===== src/rtl/register_file_mp_if.sv =====
// Write/read port bundle of the multi-port register file.
// The master drives the write and read requests, and the slave returns the registered read data and flags.
interface register_file_mp_if #(
    parameter int unsigned WIDTH = 10,
    parameter int unsigned AW    = 3
);
    logic [WIDTH-1:0] D;
    logic             ENW;
    logic [1:0]       WOP;
    logic [AW-1:0]    WRA;
    logic             ENR0;
    logic [AW-1:0]    RDA0;
    logic             ENR1;
    logic [AW-1:0]    RDA1;
    logic             CLR;
    logic [WIDTH-1:0] Q0;
    logic [WIDTH-1:0] Q1;
    logic             V0;
    logic             V1;
    logic             OVF;

    modport master (
        output D, ENW, WOP, WRA, ENR0, RDA0, ENR1, RDA1, CLR,
        input  Q0, Q1, V0, V1, OVF
    );

    modport slave (
        input  D, ENW, WOP, WRA, ENR0, RDA0, ENR1, RDA1, CLR,
        output Q0, Q1, V0, V1, OVF
    );
endinterface


===== src/rtl/register_file_mp.sv =====
// Register file with one write port (load/accumulate/set/clear ops) and two read ports.
// The read ports are registered and enable-gated, with a write-through bypass. All state changes on the falling CLKb edge.
module register_file_mp #(
    parameter int unsigned WIDTH    = 10,
    parameter int unsigned DEPTH    = 8,
    parameter bit          ZERO_REG = 1'b0
) (
    input logic               CLKb,
    input logic               RSTb,
    register_file_mp_if.slave bus
);
    localparam int unsigned AW    = (DEPTH > 1) ? $clog2(DEPTH) : 1;
    localparam int unsigned SLOTS = 1 << AW;

    logic [WIDTH-1:0] regs     [SLOTS];
    logic [WIDTH-1:0] regs_nxt [SLOTS];
    logic [SLOTS-1:0] flags;
    logic [SLOTS-1:0] flags_nxt;
    logic             ovf;
    logic             ovf_nxt;
    logic [WIDTH-1:0] q0, q1, q0_nxt, q1_nxt;
    logic             v0, v1, v0_nxt, v1_nxt;
    logic [WIDTH:0]   sum_c;
    logic [WIDTH-1:0] wval_c;
    logic             wr_ok_c;

    function automatic logic in_range(input logic [AW-1:0] a);
        return (AW+1)'(a) < (AW+1)'(DEPTH);
    endfunction

    // Write-op result and the state after this edge's write/clear
    always_comb begin
        regs_nxt  = regs;
        flags_nxt = flags;
        ovf_nxt   = ovf;
        sum_c     = {1'b0, regs[bus.WRA]} + {1'b0, bus.D};
        wval_c    = bus.D;
        wr_ok_c   = bus.ENW && in_range(bus.WRA) && !(ZERO_REG && bus.WRA == '0);
        unique case (bus.WOP)
            2'b00:   wval_c = bus.D;
            2'b01:   wval_c = sum_c[WIDTH-1:0];
            2'b10:   wval_c = regs[bus.WRA] | bus.D;
            default: wval_c = regs[bus.WRA] & ~bus.D;
        endcase
        if (bus.CLR) begin
            for (int i = 0; i < int'(SLOTS); i++) regs_nxt[i] = '0;
            flags_nxt = '0;
            ovf_nxt   = 1'b0;
        end else if (wr_ok_c) begin
            regs_nxt[bus.WRA]  = wval_c;
            flags_nxt[bus.WRA] = 1'b1;
            ovf_nxt            = (bus.WOP == 2'b01) ? sum_c[WIDTH] : 1'b0;
        end
    end

    // Read ports look at post-write state, which gives the bypass for free
    always_comb begin
        q0_nxt = '0;
        v0_nxt = 1'b0;
        q1_nxt = '0;
        v1_nxt = 1'b0;
        if (in_range(bus.RDA0)) begin
            if (ZERO_REG && bus.RDA0 == '0) begin
                v0_nxt = 1'b1;
            end else begin
                q0_nxt = regs_nxt[bus.RDA0];
                v0_nxt = flags_nxt[bus.RDA0];
            end
        end
        if (in_range(bus.RDA1)) begin
            if (ZERO_REG && bus.RDA1 == '0) begin
                v1_nxt = 1'b1;
            end else begin
                q1_nxt = regs_nxt[bus.RDA1];
                v1_nxt = flags_nxt[bus.RDA1];
            end
        end
    end

    always_ff @(negedge CLKb or negedge RSTb) begin
        if (!RSTb) begin
            for (int i = 0; i < int'(SLOTS); i++) regs[i] <= '0;
            flags <= '0;
            ovf   <= 1'b0;
            q0    <= '0;
            q1    <= '0;
            v0    <= 1'b0;
            v1    <= 1'b0;
        end else begin
            regs  <= regs_nxt;
            flags <= flags_nxt;
            ovf   <= ovf_nxt;
            if (bus.ENR0) begin
                q0 <= q0_nxt;
                v0 <= v0_nxt;
            end
            if (bus.ENR1) begin
                q1 <= q1_nxt;
                v1 <= v1_nxt;
            end
        end
    end

    assign bus.Q0  = q0;
    assign bus.Q1  = q1;
    assign bus.V0  = v0;
    assign bus.V1  = v1;
    assign bus.OVF = ovf;
endmodule


===== src/flat_wrapper.sv =====
// flat-port wrapper written by rule: the top's interface ports become plain ports
module register_file_mp_flat 
#(
    parameter int unsigned WIDTH    = 10,
    parameter int unsigned DEPTH    = 8,
    parameter bit          ZERO_REG = 1'b0
)
  (CLKb, RSTb, bus_D, bus_ENW, bus_WOP, bus_WRA, bus_ENR0, bus_RDA0, bus_ENR1, bus_RDA1, bus_CLR, bus_Q0, bus_Q1, bus_V0, bus_V1, bus_OVF);
  register_file_mp_if #(.WIDTH(WIDTH), .AW(3)) bus_i ();
  input logic CLKb;
  input logic RSTb;
  input wire logic [$bits(bus_i.D)-1:0] bus_D;
  input wire logic [$bits(bus_i.ENW)-1:0] bus_ENW;
  input wire logic [$bits(bus_i.WOP)-1:0] bus_WOP;
  input wire logic [$bits(bus_i.WRA)-1:0] bus_WRA;
  input wire logic [$bits(bus_i.ENR0)-1:0] bus_ENR0;
  input wire logic [$bits(bus_i.RDA0)-1:0] bus_RDA0;
  input wire logic [$bits(bus_i.ENR1)-1:0] bus_ENR1;
  input wire logic [$bits(bus_i.RDA1)-1:0] bus_RDA1;
  input wire logic [$bits(bus_i.CLR)-1:0] bus_CLR;
  output wire logic [$bits(bus_i.Q0)-1:0] bus_Q0;
  output wire logic [$bits(bus_i.Q1)-1:0] bus_Q1;
  output wire logic [$bits(bus_i.V0)-1:0] bus_V0;
  output wire logic [$bits(bus_i.V1)-1:0] bus_V1;
  output wire logic [$bits(bus_i.OVF)-1:0] bus_OVF;
  assign bus_i.D = bus_D;
  assign bus_i.ENW = bus_ENW;
  assign bus_i.WOP = bus_WOP;
  assign bus_i.WRA = bus_WRA;
  assign bus_i.ENR0 = bus_ENR0;
  assign bus_i.RDA0 = bus_RDA0;
  assign bus_i.ENR1 = bus_ENR1;
  assign bus_i.RDA1 = bus_RDA1;
  assign bus_i.CLR = bus_CLR;
  assign bus_Q0 = bus_i.Q0;
  assign bus_Q1 = bus_i.Q1;
  assign bus_V0 = bus_i.V0;
  assign bus_V1 = bus_i.V1;
  assign bus_OVF = bus_i.OVF;
  register_file_mp #(.WIDTH(WIDTH), .DEPTH(DEPTH), .ZERO_REG(ZERO_REG)) u_core (.CLKb(CLKb), .RSTb(RSTb), .bus(bus_i));
endmodule

===== config.mk =====
export PLATFORM = sky130hd
export DESIGN_NAME = register_file_mp_flat
export DESIGN_NICKNAME = d
export VERILOG_FILES = /design/src/rtl/register_file_mp_if.sv /design/src/rtl/register_file_mp.sv /design/src/flat_wrapper.sv
export SDC_FILE = /design/constraint.sdc
export NUM_CORES = 1
export LEC_CHECK = 0
export BUFFER_PORTS_ARGS = -buffer_cell sky130_fd_sc_hd__buf_2
export CELL_PAD_IN_SITES_DETAIL_PLACEMENT = 1
export CELL_PAD_IN_SITES_GLOBAL_PLACEMENT = 1
export CORE_ASPECT_RATIO = 0.8
export CORE_UTILIZATION = 40
export CTS_CLUSTER_SIZE = 16
export DETAILED_ROUTE_END_ITERATION = 10
export GPL_TIMING_DRIVEN = 0
export PLACE_DENSITY_LB_ADDON = 0.1
export SYNTH_ARGS = -nofsm -noshare
export SYNTH_HDL_FRONTEND = slang
export SYNTH_SLANG_ARGS = --single-unit

===== constraint.sdc =====
create_clock -name CLKb -period 8.7 [get_ports CLKb]
set_input_delay 0.435 -clock CLKb [delete_from_list [all_inputs] [get_ports CLKb]]
set_output_delay 0.435 -clock CLKb [all_outputs]
set_load 0.02 [all_outputs]

After elaboration in Yosys (flattened, before gate mapping)
Cells that the tools add are included.
{ "op_classes": {"n_addsub": 1, "n_lt_le_gt_ge": 8, "eq_ne": 2, "mux": 26, "n_bitwise": 7, "reduce_logical": 4} }
{ "ops": {"columns": ["operator", "n"], "rows": [
  ["2-to-1 mux 80 bit", 2],
  ["binary-select mux 10 bit (select 3 bit)", 3],
  ["bitwise mux 80 bit", 1],
  ["2-to-1 mux 10 bit", 7],
  ["demux 10 bit (select 3 bit)", 1],
  ["one-hot mux 10 bit (3 select lines)", 1],
  ["2-to-1 mux 8 bit", 2],
  [">= comparator 4 bit (second input constant)", 3],
  ["less-than comparator 3 x 4 -> 1 bit (second input constant)", 3],
  ["inverter 3 -> 4 bit", 3],
  ["adder 10 x 10 -> 11 bit", 1],
  ["AND 10 bit", 1],
  ["inverter 10 bit", 1],
  ["bitwise OR 10 bit", 1],
  ["bitwise OR 8 bit", 1],
  ["binary-select mux 1 bit (select 3 bit)", 2],
  ["2-to-1 mux 1 bit", 6],
  ["less-than comparator 4 x 1 -> 1 bit (second input constant)", 1],
  ["demux 1 bit (select 3 bit)", 1],
  [">= comparator 3 x 1 -> 1 bit (second input constant)", 1],
  ["== test 2 x 1 -> 1 bit (second input constant)", 1],
  ["== test 2 bit (second input constant)", 1],
  ["logical AND 1 bit", 2],
  ["zero test 2 bit", 1],
  ["nonzero test 2 bit", 1]
]} }
{ "totals": {"regBits": 111, "inputBits": 27, "out_inout_bits": 23, "wordCells": 62} }

Longest topological paths before layout
{ "logic_depth": {"depth_word": 12, "depth_mapped": 21, "depth_no_buf": 17} }

==> out/metrics.cfg <==
[placed_design]
hpwl_mm=27.9
placedInstanceArea_um2=8990
pre_cts_ws_ps=-1950
portBuffers=40
placedCellCount=1352
gp_congestion=0.975

[grt]
grt_max_degree=66
grt.overflow.total=0
first_global_vias=8807
grt_pass1_wl_mm=57.8
antenna_found_initial=1
grt_use_total=0.372

[critical_path]
crit_type=input port to register
startpoint_type=input port
rr_startpoint=u_core.regs[60]$_DFF_NN0_
ff2ff_path_depth=19
ff2ff_setup_slack_ps=4880
endpoint_kind=register
crit_end=u_core.bus.Q1[4]$_DFFE_NN0P_
worst_ep_arrival_time_ps=4350
worst-path-max-fanout=10
cp_data_required_time_ps=4560
r2r_end=u_core.bus.Q1[4]$_DFFE_NN0P_
crit_start=bus_WRA[2]

[floorplanning]
core_area_um2=20600
fp-row-count=47
num_io_pins=50
design.die.area_um2=21600
chipWidth_um=164
start_util=0.408
die_y_um=132

[synthesis]
seq_area_frac_synth=0.330
syn_nets=1101
synth_area_um2=8420
synthArstFlopShare=1.00
yosysTopAreaCell=dfrtn_1
synth_edf_count=0
ys_warn_count=0
ys_types=72
ys_ff_latch=111
synth.avg_cell_area_um2=8.08
yosysTopAreaCellShare=0.330
postSynthCellCount=1042
yosys-top-cells-area=dfrtn_1 33%, mux4_2 7.0%, a21oi_1 6.6%
synthFlopType=dfrtn_1

[outcome]
status=complete, no violations

[timing]
worstMarginPinSlew_ps=1010
setup_ws_ps=205
slew_headroom=0.329
report.final.slew_viol_count=0
finalHoldViolations=0
finClkSkew_ps=8.24
setup_viol=0
rsz0062_at_grt=no

[detailed_routing]
drt_iter0_drc=987
route.antenna.remaining_nets=0
wirelength_mm=39.2
drc_errors=0
vias_per_cell=6.48
vias=8897
wl_per_cell_um=28.6
dr.pass1.iters=8

[hold_path]
whs_path_depth=2
hold_path_class=register to register

[layout]
multi_input_area_um2=5160
fin_util=0.462
nets=1156
area_delta_synth_final_pct=13.3
final_cell_mix=133 x nand2_1, 126 x nor2_1, 111 x dfrtn_1
drive_gt1_frac=0.138
final_area_um2=9540
area.sequential_um2=2780
nFillCells=2523
layout_commonest_cell=nand2_1
instances_no_fill=1372

[pwr]
seq_power_share=0.409
comb_power_share=0.226
p_sw_mw=0.462
p_int_mw=0.887
clkPwrFrac=0.365
power.leakage_nw=4.09
ir_worst_vdd_v=0.0000902
totalPowerFinal_mw=1.35
p_sw_frac=0.343
p_per_area_nw_per_um2=141

[clocking]
cts_tree=built
cts_sinks=111
htreeDepth=3
numCtsBuffers=9
clkTransAtPathRegs_ps=60
clkLatencyLatePin_ps=370
cts_buffer_depth=2
cts_hold_buffers=0
cts_root_buffer=clkbuf_16

[job]
maxCapViolCount=0

[logic make-up (layout without fill, tap and decap cells)]
group / after synthesis / count (layout) / share of synthesized area
mux: 62 / 62 / 0.114
fa+ha+maj: 32 / 32 / 0.0485
xor+xnor: 6 / 6 / 0.00624
buf+inv: 144 / 204 / 0.0681
flops: 111 / 111 / 0.330
compound gates: 304 / 304 / 0.229
other cells: 0 / 1 / 0
simple gates: 383 / 383 / 0.205
[synth_stat cells, types with 3 or more instances]
cell type,instances
inv_1,52
ha_1,31
nor2b_1,6
nor4_1,3
dfrtn_1,111
o211ai_1,10
xnor2_1,3
nand2b_1,15
o2111ai_1,4
mux4_2,26
a21oi_1,111
a22oi_1,17
clkbuf_1,60
mux2i_1,28
a211o_1,6
nand4b_1,4
o311ai_0,4
nor2_1,127
mux2_2,8
o21ai_0,50
a31oi_1,16
o21a_1,6
and3_1,10
nor3b_1,3
o41ai_1,3
buf_1,10
nand3_1,39
a211oi_1,30
nand4_1,6
xor2_1,3
a221oi_1,8
o21ai_1,5
o22ai_1,5
nand2_1,135
nor3_1,20
buf_2,19
[how the worst min path moves through the flow]
stage                                      start  slack (ps)                      endpoint
floorplan              u_core.flags[2]$_DFF_NN0_         450     u_core.flags[2]$_DFF_NN0_
global placement    u_core.bus.Q1[8]$_DFFE_NN0P_         450  u_core.bus.Q1[8]$_DFFE_NN0P_
detailed placement  u_core.bus.Q1[8]$_DFFE_NN0P_         450  u_core.bus.Q1[8]$_DFFE_NN0P_
CTS                 u_core.bus.Q1[8]$_DFFE_NN0P_         450  u_core.bus.Q1[8]$_DFFE_NN0P_
global route        u_core.bus.Q1[5]$_DFFE_NN0P_         470  u_core.bus.Q1[5]$_DFFE_NN0P_
finish              u_core.bus.Q1[8]$_DFFE_NN0P_         450  u_core.bus.Q1[8]$_DFFE_NN0P_
[sequential cells by signal (all words and copies together) (netlist names)]
register	cells
u_core.bus.OVF	1
u_core.bus.Q0	10
u_core.bus.Q1	10
u_core.bus.V0	1
u_core.bus.V1	1
u_core.flags	8
u_core.regs	80
[power groups by stage]
stage,Sequential [mW],Combinational (mW),Clock [mW]
after floorplan,0.568,0.158,0
after global placement,0.560,0.279,0
after detailed placement,0.561,0.285,0
after CTS,0.552,0.292,0.491
after global routing,0.554,0.323,0.503
final,0.552,0.305,0.492
[through the flow]
stage	TNS (ps)	hold WS [ps]
floorplan	0	451
global placement	-111650	447
detailed placement	-116070	446
CTS	0	447
global route	0	470
finish	0	445
[metal layers]
layer | wire length, µm | vias up | global-route usage
met1 | 16900 | 4494 | 0.519
li1 | - | 3836 | -
met3 | 3920 | 104 | 0.0978
met2 | 16800 | 463 | 0.546
met5 | 0 | - | 0
met4 | 1580 | 0 | 0.146
[worst max-delay path, cell delays in order]
cell and delay [ps]:
buf_2 180, clkbuf_4 270, clkbuf_8 250, nand2_4 170, nor2_1 180, nor3_2 60, buf_4 150, inv_1 80
ha_2 220, inv_1 60, fa_1 440, nor2b_2 200, o21ai_1 120, and3_1 210, o21ai_2 200, nand2_2 130
buf_4 220, a221oi_2 260, o31ai_1 150, o32a_1 350
[area by class of cell]
cell class | instances | share of cell area
timing repair buffer | 46 | 0.0285
clock buffer | 10 | 0.0240
clock inverter | 6 | 0.0102
multi-input combinational | 787 | 0.541
sequential | 111 | 0.291
inverter | 52 | 0.0208
buffer | 90 | 0.0492
tap | 269 | 0.0353
antenna | 1 | 0.000262
[timing repair]
item                                    4_1_cts  5_1_grt
resized for setup                            45       27
buffers inserted                              2        3
pin swaps                                     2        0
endpoints found under the setup margin      101       11
Power figures use the tool's default switching activity.
